===== src/rtl/two_phase_clk_gen.sv =====
// Two-phase non-overlapping clock generator with run/step control.
// Ports: CLK, RST (async high), RUN, STEP, HI_CYC, GAP_CYC -> PHI1/nPHI1, PHI2/nPHI2, BUSY, STEP_ACK.
module two_phase_clk_gen #(
  parameter int W = 4
) (
  input  logic         CLK,
  input  logic         RST,
  input  logic         RUN,
  input  logic         STEP,
  input  logic [W-1:0] HI_CYC,
  input  logic [W-1:0] GAP_CYC,
  output logic         PHI1,
  output logic         nPHI1,
  output logic         PHI2,
  output logic         nPHI2,
  output logic         BUSY,
  output logic         STEP_ACK
);

  typedef enum logic [2:0] {
    IDLE,
    P1,
    GAP1,
    P2,
    GAP2
  } state_t;

  localparam logic [W-1:0] ONE = {{(W-1){1'b0}}, 1'b1};

  state_t       state, state_n;
  logic [W-1:0] cnt, cnt_n;
  logic [W-1:0] h, h_n;
  logic [W-1:0] g, g_n;
  logic         flag, flag_n;
  logic         ack_n;
  logic [W-1:0] hi_eff, gap_eff, dur;
  logic         last;

  assign hi_eff  = (HI_CYC == '0) ? ONE : HI_CYC;
  assign gap_eff = (GAP_CYC == '0) ? ONE : GAP_CYC;

  // Held durations are always >= 1, so dur-1 never wraps.
  assign dur  = (state == P1 || state == P2) ? h : g;
  assign last = (cnt == dur - ONE);

  always_comb begin
    state_n = state;
    cnt_n   = cnt + ONE;
    h_n     = h;
    g_n     = g;
    flag_n  = flag;
    ack_n   = 1'b0;
    unique case (state)
      IDLE: begin
        cnt_n = '0;
        if (RUN || STEP) begin
          state_n = P1;
          h_n     = hi_eff;
          g_n     = gap_eff;
          flag_n  = STEP && !RUN;
        end
      end
      P1: begin
        if (last) begin
          state_n = GAP1;
          cnt_n   = '0;
        end
      end
      GAP1: begin
        if (last) begin
          state_n = P2;
          cnt_n   = '0;
        end
      end
      P2: begin
        if (last) begin
          state_n = GAP2;
          cnt_n   = '0;
        end
      end
      GAP2: begin
        if (last) begin
          cnt_n  = '0;
          ack_n  = flag;
          flag_n = 1'b0;
          if (RUN) begin
            state_n = P1;
            h_n     = hi_eff;
            g_n     = gap_eff;
          end else begin
            state_n = IDLE;
          end
        end
      end
      default: begin
        state_n = IDLE;
        cnt_n   = '0;
      end
    endcase
  end

  always_ff @(posedge CLK or posedge RST) begin
    if (RST) begin
      state    <= IDLE;
      cnt      <= '0;
      h        <= ONE;
      g        <= ONE;
      flag     <= 1'b0;
      PHI1     <= 1'b0;
      nPHI1    <= 1'b1;
      PHI2     <= 1'b0;
      nPHI2    <= 1'b1;
      BUSY     <= 1'b0;
      STEP_ACK <= 1'b0;
    end else begin
      state    <= state_n;
      cnt      <= cnt_n;
      h        <= h_n;
      g        <= g_n;
      flag     <= flag_n;
      // Outputs decoded from the next state so they are pure flops.
      PHI1     <= (state_n == P1);
      nPHI1    <= !(state_n == P1);
      PHI2     <= (state_n == P2);
      nPHI2    <= !(state_n == P2);
      BUSY     <= (state_n != IDLE);
      STEP_ACK <= ack_n;
    end
  end

endmodule

===== config.mk =====
export PLATFORM = sky130hd
export DESIGN_NAME = two_phase_clk_gen
export DESIGN_NICKNAME = d
export VERILOG_FILES = /design/src/rtl/two_phase_clk_gen.sv
export SDC_FILE = /design/constraint.sdc
export NUM_CORES = 1
export LEC_CHECK = 0
export CAP_MARGIN = 25
export CORE_UTILIZATION = 45
export CTS_CLUSTER_DIAMETER = 80
export DETAILED_ROUTE_END_ITERATION = 6
export DONT_BUFFER_PORTS = 1
export HOLD_SLACK_MARGIN = 0.12
export PLACE_DENSITY = 0.71
export RECOVER_POWER = 100
export SLEW_MARGIN = 20
export SYNTH_ARGS = -nofsm -noshare
export SYNTH_HDL_FRONTEND = slang
export SYNTH_SLANG_ARGS = --single-unit

===== constraint.sdc =====
create_clock -name CLK -period 2.9 [get_ports CLK]
set_clock_uncertainty 0.1 [all_clocks]
set_input_delay 0.435 -clock CLK [delete_from_list [all_inputs] [get_ports CLK]]
set_output_delay 0.435 -clock CLK [all_outputs]
set_load 0.01 [all_outputs]

### Word-level counts from Yosys, hierarchy flattened

Cells that the tools add are included.

| storage, ports and cells | value |
|---|---|
| flip-flop bits (word level) | 22 |
| output and inout port bits | 6 |
| logic and storage cells | 62 |

| cells by class | value |
|---|---|
| $add $sub $neg | 2 |
| equality and inequality tests | 10 |
| muxes and demuxes | 25 |
| reduce and logical (&&, ||, !) cells | 14 |

Operators with widths:

| cell | count |
|---|---|
| $mux 4 | 11 |
| $pmux 4 s2 | 2 |
| $mux 3 | 5 |
| $pmux 3 s5 | 1 |
| $eq 3x2->1 const B | 3 |
| $logic_not 4->1 | 2 |
| $eq 3x1->1 const B | 2 |
| $ne 2x2->1 const B | 3 |
| $mux 1 | 5 |
| $add 4x1->4 const B | 1 |
| $eq 4x4->1 | 1 |
| $reduce_and 4->1 | 1 |
| $reduce_or 4->1 | 1 |
| $sub 4x1->4 const B | 1 |
| $eq 3x3->1 const B | 1 |
| $logic_not 1->1 | 3 |
| $logic_not 3->1 | 1 |
| $reduce_and 3->1 | 1 |
| $reduce_bool 3->1 | 1 |
| $logic_or 1x1->1 | 2 |
| $pmux 1 s2 | 1 |
| $reduce_bool 2->1 | 1 |
| $logic_and 1x1->1 | 1 |

### Longest topological paths before layout

| depth | value |
|---|---|
| depth after elaboration | 9 |
| depth in mapped cells | 8 |
| depth with buffers taken out | 6 |

### Worst setup path after synthesis

OpenSTA, ideal clock, no wires.

| timing path | value |
|---|---|
| kind | reg-to-reg |
| from | register h[1] |
| to | register g[1] |
| arrival time | 1.939 ns |
| required time | 2.675 ns |
| slack | 0.736 ns |
| stages on the path, launching flop included | 8 |
| path buffers | 1 |
| cell sequence | dfrtp_1 or3_1 mux2_4 o22ai_4 nor3_1 nor3b_2 buf_6 mux2_4 |

| on the way | value |
|---|---|
| longest elaborated chain between the ends | 5 |

RTL lines:

| element | line | RTL |
|---|---|---|
| start, declared | 32 | `logic [W-1:0] h, h_n;` |
| start signal, assigned | 118 | `h <= h_n;` |
| $mux 4 | 43 | `assign dur = (state == P1 \|\| state == P2) ? h : g;` |
| $sub 4x1->4 | 44 | `assign last = (cnt == dur - ONE);` |
| $eq 4x4->1 | 44 |  |
| $ne 2x2->1 (no line) | n/a |  |
| $reduce_and 4->1 (no line) | n/a |  |
| end signal, assigned | 119 | `g <= g_n;` |
| end, declared | 33 | `logic [W-1:0] g, g_n;` |

Every way passes these cells.
A chain may end at the register's enable or synchronous reset.

### Final worst setup path

| timing path | value |
|---|---|
| from | register state[2] |
| to | register nPHI1 |

| on the way | value |
|---|---|
| longest elaborated chain between the ends | 9 |

RTL lines:

| element | line | RTL |
|---|---|---|
| start, declared | 30 | `state_t state, state_n;` |
| start signal, assigned | 116 | `state <= state_n;` |
| $eq 3x1->1 / $eq 3x2->1 (equally long branches) | 43, 53 |  |
| $logic_or 1x1->1 | 43 |  |
| $mux 4 | 43 |  |
| $sub 4x1->4 | 44 |  |
| $eq 4x4->1 | 44 |  |
| $mux 3, on equally long branches | n/a |  |
| $pmux 3 s5 * | 53 | `unique case (state)` |
| $eq 3x1->1 * | 123 | `nPHI1 <= !(state_n == P1);` |
| $logic_not 1->1 * | 123 |  |
| end signal, assigned | 123 |  |
| end, declared | 13 | `output logic nPHI1,` |

Mark *: on every way between the ends. The rest lies on a longest branch, timed or not.

==> qor.txt <==
Post-synth ARST share = 1.000
Power consumption = 1.518 mW
Clock Latency Late Sink = 0.32 ns
IO Count = 18
WL final = 2154 um
Number of CTS-inserted buffers = 3
Clock sink count = 22
Clock-pin slew on the worst setup and hold paths = 0.13 ns
Vias = 881
RSZ-0062 raised after global routing = no
WHS Path Cells = 1
TNS Setup = 0 ns
Synthesis-to-layout area growth = 1.291%
PwrDens = 1190 mW/mm^2
# rows = 18
Peak Freq = 0.4001 GHz
Grt ovf = 0
Area of the multi-input gates = 606.8 um^2
Share of layout cells above drive strength 1 = 0.1176
Htree depth = 1
Inserted Diodes = 0
Run status = completed
Hold Crit Class = in2reg
Critical Path Fanout Max = 10
Worst EP required = 3.06 ns
Yosys warns = 0
Fin area = 0.001276 mm^2
Register area share after synthesis = 0.4409
#FFs+latches synth = 22
Crit end category = register
Vias in the first global route = 860
Met1 WL = 1037 um
Post-Synthesis Cells = 117
HPWL after DPL = 1618 um
Final setup viols = 0
CTS Root Cell = clkbuf_4
# fillers = 254
Final hold slack = 0.1408 ns
# DRC = 0
Crit path arrival time = 2.66 ns
R2r worst-path depth = 6
DR iter-0 viols = 9
Synth Net Count = 130
Die Area = 0.003016 mm^2
Clock buffer depth = 2
Period Utilization, post-route = 0.8619
Max cap viols = 0
Synth Area per Inst = 10.77 um^2
Die Y = 54.92 um
Met2 routed WL = 1012 um
First-pass GRT wire length = 3732 um
Final hold violations = 0
Post-synthesis cell area = 0.001260 mm^2
Top routing layer in use = met4
FF/Latch Area = 555.5 um^2
Synth unique cells = 39
Leakage power = 0.5297 nW
Input/output buffers = 0
Avg WL per Cell = 14.46 um
Max_slew headroom = 0.4553
CP Class = reg2reg
1st-pass router iterations = 4
GP Congestion = 0.7576
Net count, final = 133
Worst Max-Slew Pin Slew = 0.8161 ns
Number of synthesized flops with an enable pin = 0
Routed Antenna Nets = 0
Initial antenna violation count = 0
Core ar. = 0.002567 mm^2
Initial Utilization = 0.4907
Max VDD drop = 0.0005333 V
Worst setup margin = 0.4005 ns
Global-route usage over all layers = 0.1767
Vias/cell = 5.913
Largest net degree at the start of global routing = 23
Slew Limit Fails = 0
Placement Setup Slack = 0.5160 ns
Die width = 54.92 um
WL met3 = 77 um
Top_reg_cell synth = dfrtp_1
Final worst path period need = 2.499 ns
Area after DPL = 0.001266 mm^2
CP Launch Type = register
CTS tree = yes
layout make-up:
| cell class | instances | area share |
|---|---|---|
| well taps | 30 | 0.02941 |
| multi-input cells | 85 | 0.4755 |
| repair buffers | 2 | 0.01373 |
| clock buffers | 4 | 0.02843 |
| inverters | 6 | 0.01765 |
| flip-flops and latches | 22 | 0.4353 |
cell families after synthesis:
family / after synthesis / synth area share
AND/OR/NAND/NOR: 41 / 0.1867
AO/OA/AOI/OAI: 26 / 0.1549
flip-flops: 22 / 0.4409
multiplexers: 12 / 0.1241
buffers and inverters: 10 / 0.04865
XOR/XNOR: 5 / 0.03476
adder cells (fa/ha/maj): 1 / 0.009929
metrics by stage:
stage,util,cells
2_1_floorplan,-,117
3_3_place_gp,0.4932,144
3_5_place_dp,0.4932,144
4_1_cts,0.5112,149
5_1_grt,0.4971,149
6_report,0.4971,149
worst max-delay path, cell delays in order (launching register included):
cell,delay (ns)
dfrtp_1,0.53
nand2b_1,0.25
mux2i_1,0.35
and4_1,0.33
o22a_1,0.36
a21oi_1,0.16
a2111o_1,0.36
Yosys cell counts (2+ instances only):
library cell / count / area [um^2]
nand3_1: 3 / 15.01
or3_1: 3 / 18.77
nor2_1: 10 / 37.54
inv_1: 6 / 22.52
mux2_4: 7 / 105.1
xnor2_1: 2 / 17.52
o21ai_0: 8 / 40.04
xor2_1: 3 / 26.28
nor2b_1: 3 / 18.77
a21oi_1: 6 / 30.03
nor4_1: 2 / 12.51
dfstp_2: 4 / 105.1
mux2i_1: 4 / 40.04
buf_6: 3 / 33.78
and2b_1: 2 / 15.01
o21ai_1: 2 / 10.01
nor3_1: 6 / 30.03
dfrtp_1: 18 / 450.4
nand2_1: 5 / 18.77
sequential cells by signal, summed over array words and instances (netlist names):
signal / cells
cnt: 4
g: 4
h: 4
state: 3
BUSY: 1
PHI1: 1
PHI2: 1
STEP_ACK: 1
flag: 1
nPHI1: 1
nPHI2: 1
final timing paths:
path                                    startpoint                to  slack (ns)
max in group asynchronous                      RST  cnt[3]$_DFF_PP0_        1.59
worst max-delay path            state[2]$_DFF_PP0_   nPHI1$_DFF_PP1_        0.40
worst min-delay path                     HI_CYC[1]  h[1]$_DFFE_PP0P_        0.14
worst min register to register    cnt[0]$_DFF_PP0_  cnt[0]$_DFF_PP0_        0.39
worst max register to register  state[2]$_DFF_PP0_   nPHI1$_DFF_PP1_        0.40
min in group asynchronous                      RST    PHI1$_DFF_PP0_        0.60
repair_timing:
action | CTS | global route
endpoints found under the hold margin | 18 | 0
hold buffers | 1 | 0
resized for setup | 0 | 0
buffers inserted | 0 | 0
layout by cell type, fill, tap and decap left out, types with 2 or more instances in the layout:
cell type,Yosys,routed
nor2_1,10,10
nor2b_1,3,3
mux2i_1,4,4
mux2_4,7,2
dfstp_2,4,2
and2b_1,2,2
nand3_1,3,3
o21ai_1,2,2
xor2_1,3,3
nor3_1,6,6
or3_1,3,3
o21ai_0,8,8
dfrtp_1,18,18
nor4_1,2,2
inv_1,6,6
clkbuf_4,0,3
a21oi_1,6,7
xnor2_1,2,2
mux2_1,0,5
nand2_1,5,5
dfstp_1,0,2
where the power goes:
group / switching [mW] / internal [mW]
combinational: 0.408 / 0.342
sequential: 0.138 / 0.458
clock: 0.0964 / 0.0768
metal layers:
layer,GRT usage,vias up
met2,0.2811,23
met1,0.2362,424
met4,0.07083,0
met5,0,-
li1,-,429
met3,0.03279,5
(Power assumes the default switching activity.)
==> variant (same flow settings) <==
Reset style: synchronous (`RST`), changed in one clocked block. Comments in the files are not updated.
--- a/src/rtl/two_phase_clk_gen.sv
+++ b/src/rtl/two_phase_clk_gen.sv
@@ -101,3 +101,3 @@
 
-  always_ff @(posedge CLK or posedge RST) begin
+  always_ff @(posedge CLK) begin
     if (RST) begin
Check against the original RTL: differs if RST is asserted again (counterexample within 4 cycles, from zero or initial values and one cycle with RST high); with RST held inactive, the same outputs for 10 cycles.
==> variant against the original RTL <==
Routed wire length decreased by 7.4%. Power fell by 21%. Design area is 5.6% lower. Sequential cell count unchanged. Hold slack gained 0.63 ps. Synthesized cell count decreased by 0.85%. Die area down 12%. Via count shrank 6.7%. Worst setup slack worse by 230 ps. Synthesized area is 12% lower. Largest cell class unchanged. Final cell count fell by 0.67%.
==> variant: results (changes against the original RTL) <==
| Metric | Value |
|---|---|
| CP max-delay cell | `dfxtp_1 (was dfrtp_1)` |
| Met3 usage | `0.0380 (was 0.0328)` |
| Fraction of layout cells with a size suffix above 1 | `0.150 (was 0.118)` |
| Total number of vias | `822 (was 881)` |
| Met1 wire length | `946 microns (was 1.04 mm)` |
| RR Endpoint | `state[0]$_SDFF_PP0_ (was nPHI1$_DFF_PP1_)` |
| Internal power | `0.760 mW (was 0.876 mW)` |
| Status | `completed (unchanged)` |
| Overall global routing resource usage | `0.170 (was 0.177)` |
| Synth Area in XOR/XNOR | `0.0793 (was 0.0348)` |
| Met3 WL post-DR | `54 microns (was 77 microns)` |
| Placed insts | `140 (was 144)` |
| R2R setup slack | `170 ps (was 400 ps)` |
| CP peak stage delay | `430 ps (was 530 ps)` |
| Commonest cells in the netlist | `dfxtp_1 (22), nand2b_1 (13), mux2i_1 (12), nor2_1 (12), nor3_1 (9) (was dfrtp_1 (18), nor2_1 (10), o21ai_0 (8), mux2_4 (7))` |
| Most common cell after layout, fill and taps aside | `dfxtp_1 (was dfrtp_1)` |
| Wirelength, routed | `2.00 mm (was 2.15 mm)` |
| Multi-input combinational area share | `0.516 (was 0.475)` |
| Comb_multi_in | `86 (was 85)` |
| GR Layer Usage met2 | `0.277 (was 0.281)` |
| Primary FF master, synth | `dfxtp_1 (was dfrtp_1)` |
| Largest cells by area after synthesis | `dfxtp_1 (40%), mux2i_1 (11%), nand2b_1 (7.4%) (was dfrtp_1 (36%), dfstp_2 (8.3%), mux2_4 (8.3%))` |
| Met2 Wirelength | `954 microns (was 1.01 mm)` |
| Comb group | `0.538 mW (was 0.749 mW)` |
| DRT iter0 DRCs | `17 (was 9)` |
==> variant: per-stage QoR <==
stage	setup TNS, ps	area [sq um]	power (mW)	setup WS, ps	util
floorplan	0	1100	0.899	350	-
global placement	0	1110	0.918	231	0.492
detailed placement	0	1110	0.937	79.9	0.492
CTS	0	1170	1.17	39.8	0.520
global route	-10.4	1200	1.30	-10.4	0.534
finish	0	1200	1.21	168	0.534
==> variant: worst min-delay path by stage <==
stage	start	to	depth (start not counted)
after floorplan	state[1]$_SDFF_PP0_	nPHI2$_SDFF_PP1_	1
after global placement	state[1]$_SDFF_PP0_	nPHI2$_SDFF_PP1_	1
after detailed placement	cnt[0]$_SDFF_PP0_	cnt[0]$_SDFF_PP0_	1
after CTS	RST	nPHI1$_SDFF_PP1_	2
after global routing	RST	nPHI1$_SDFF_PP1_	2
final	RST	nPHI1$_SDFF_PP1_	2
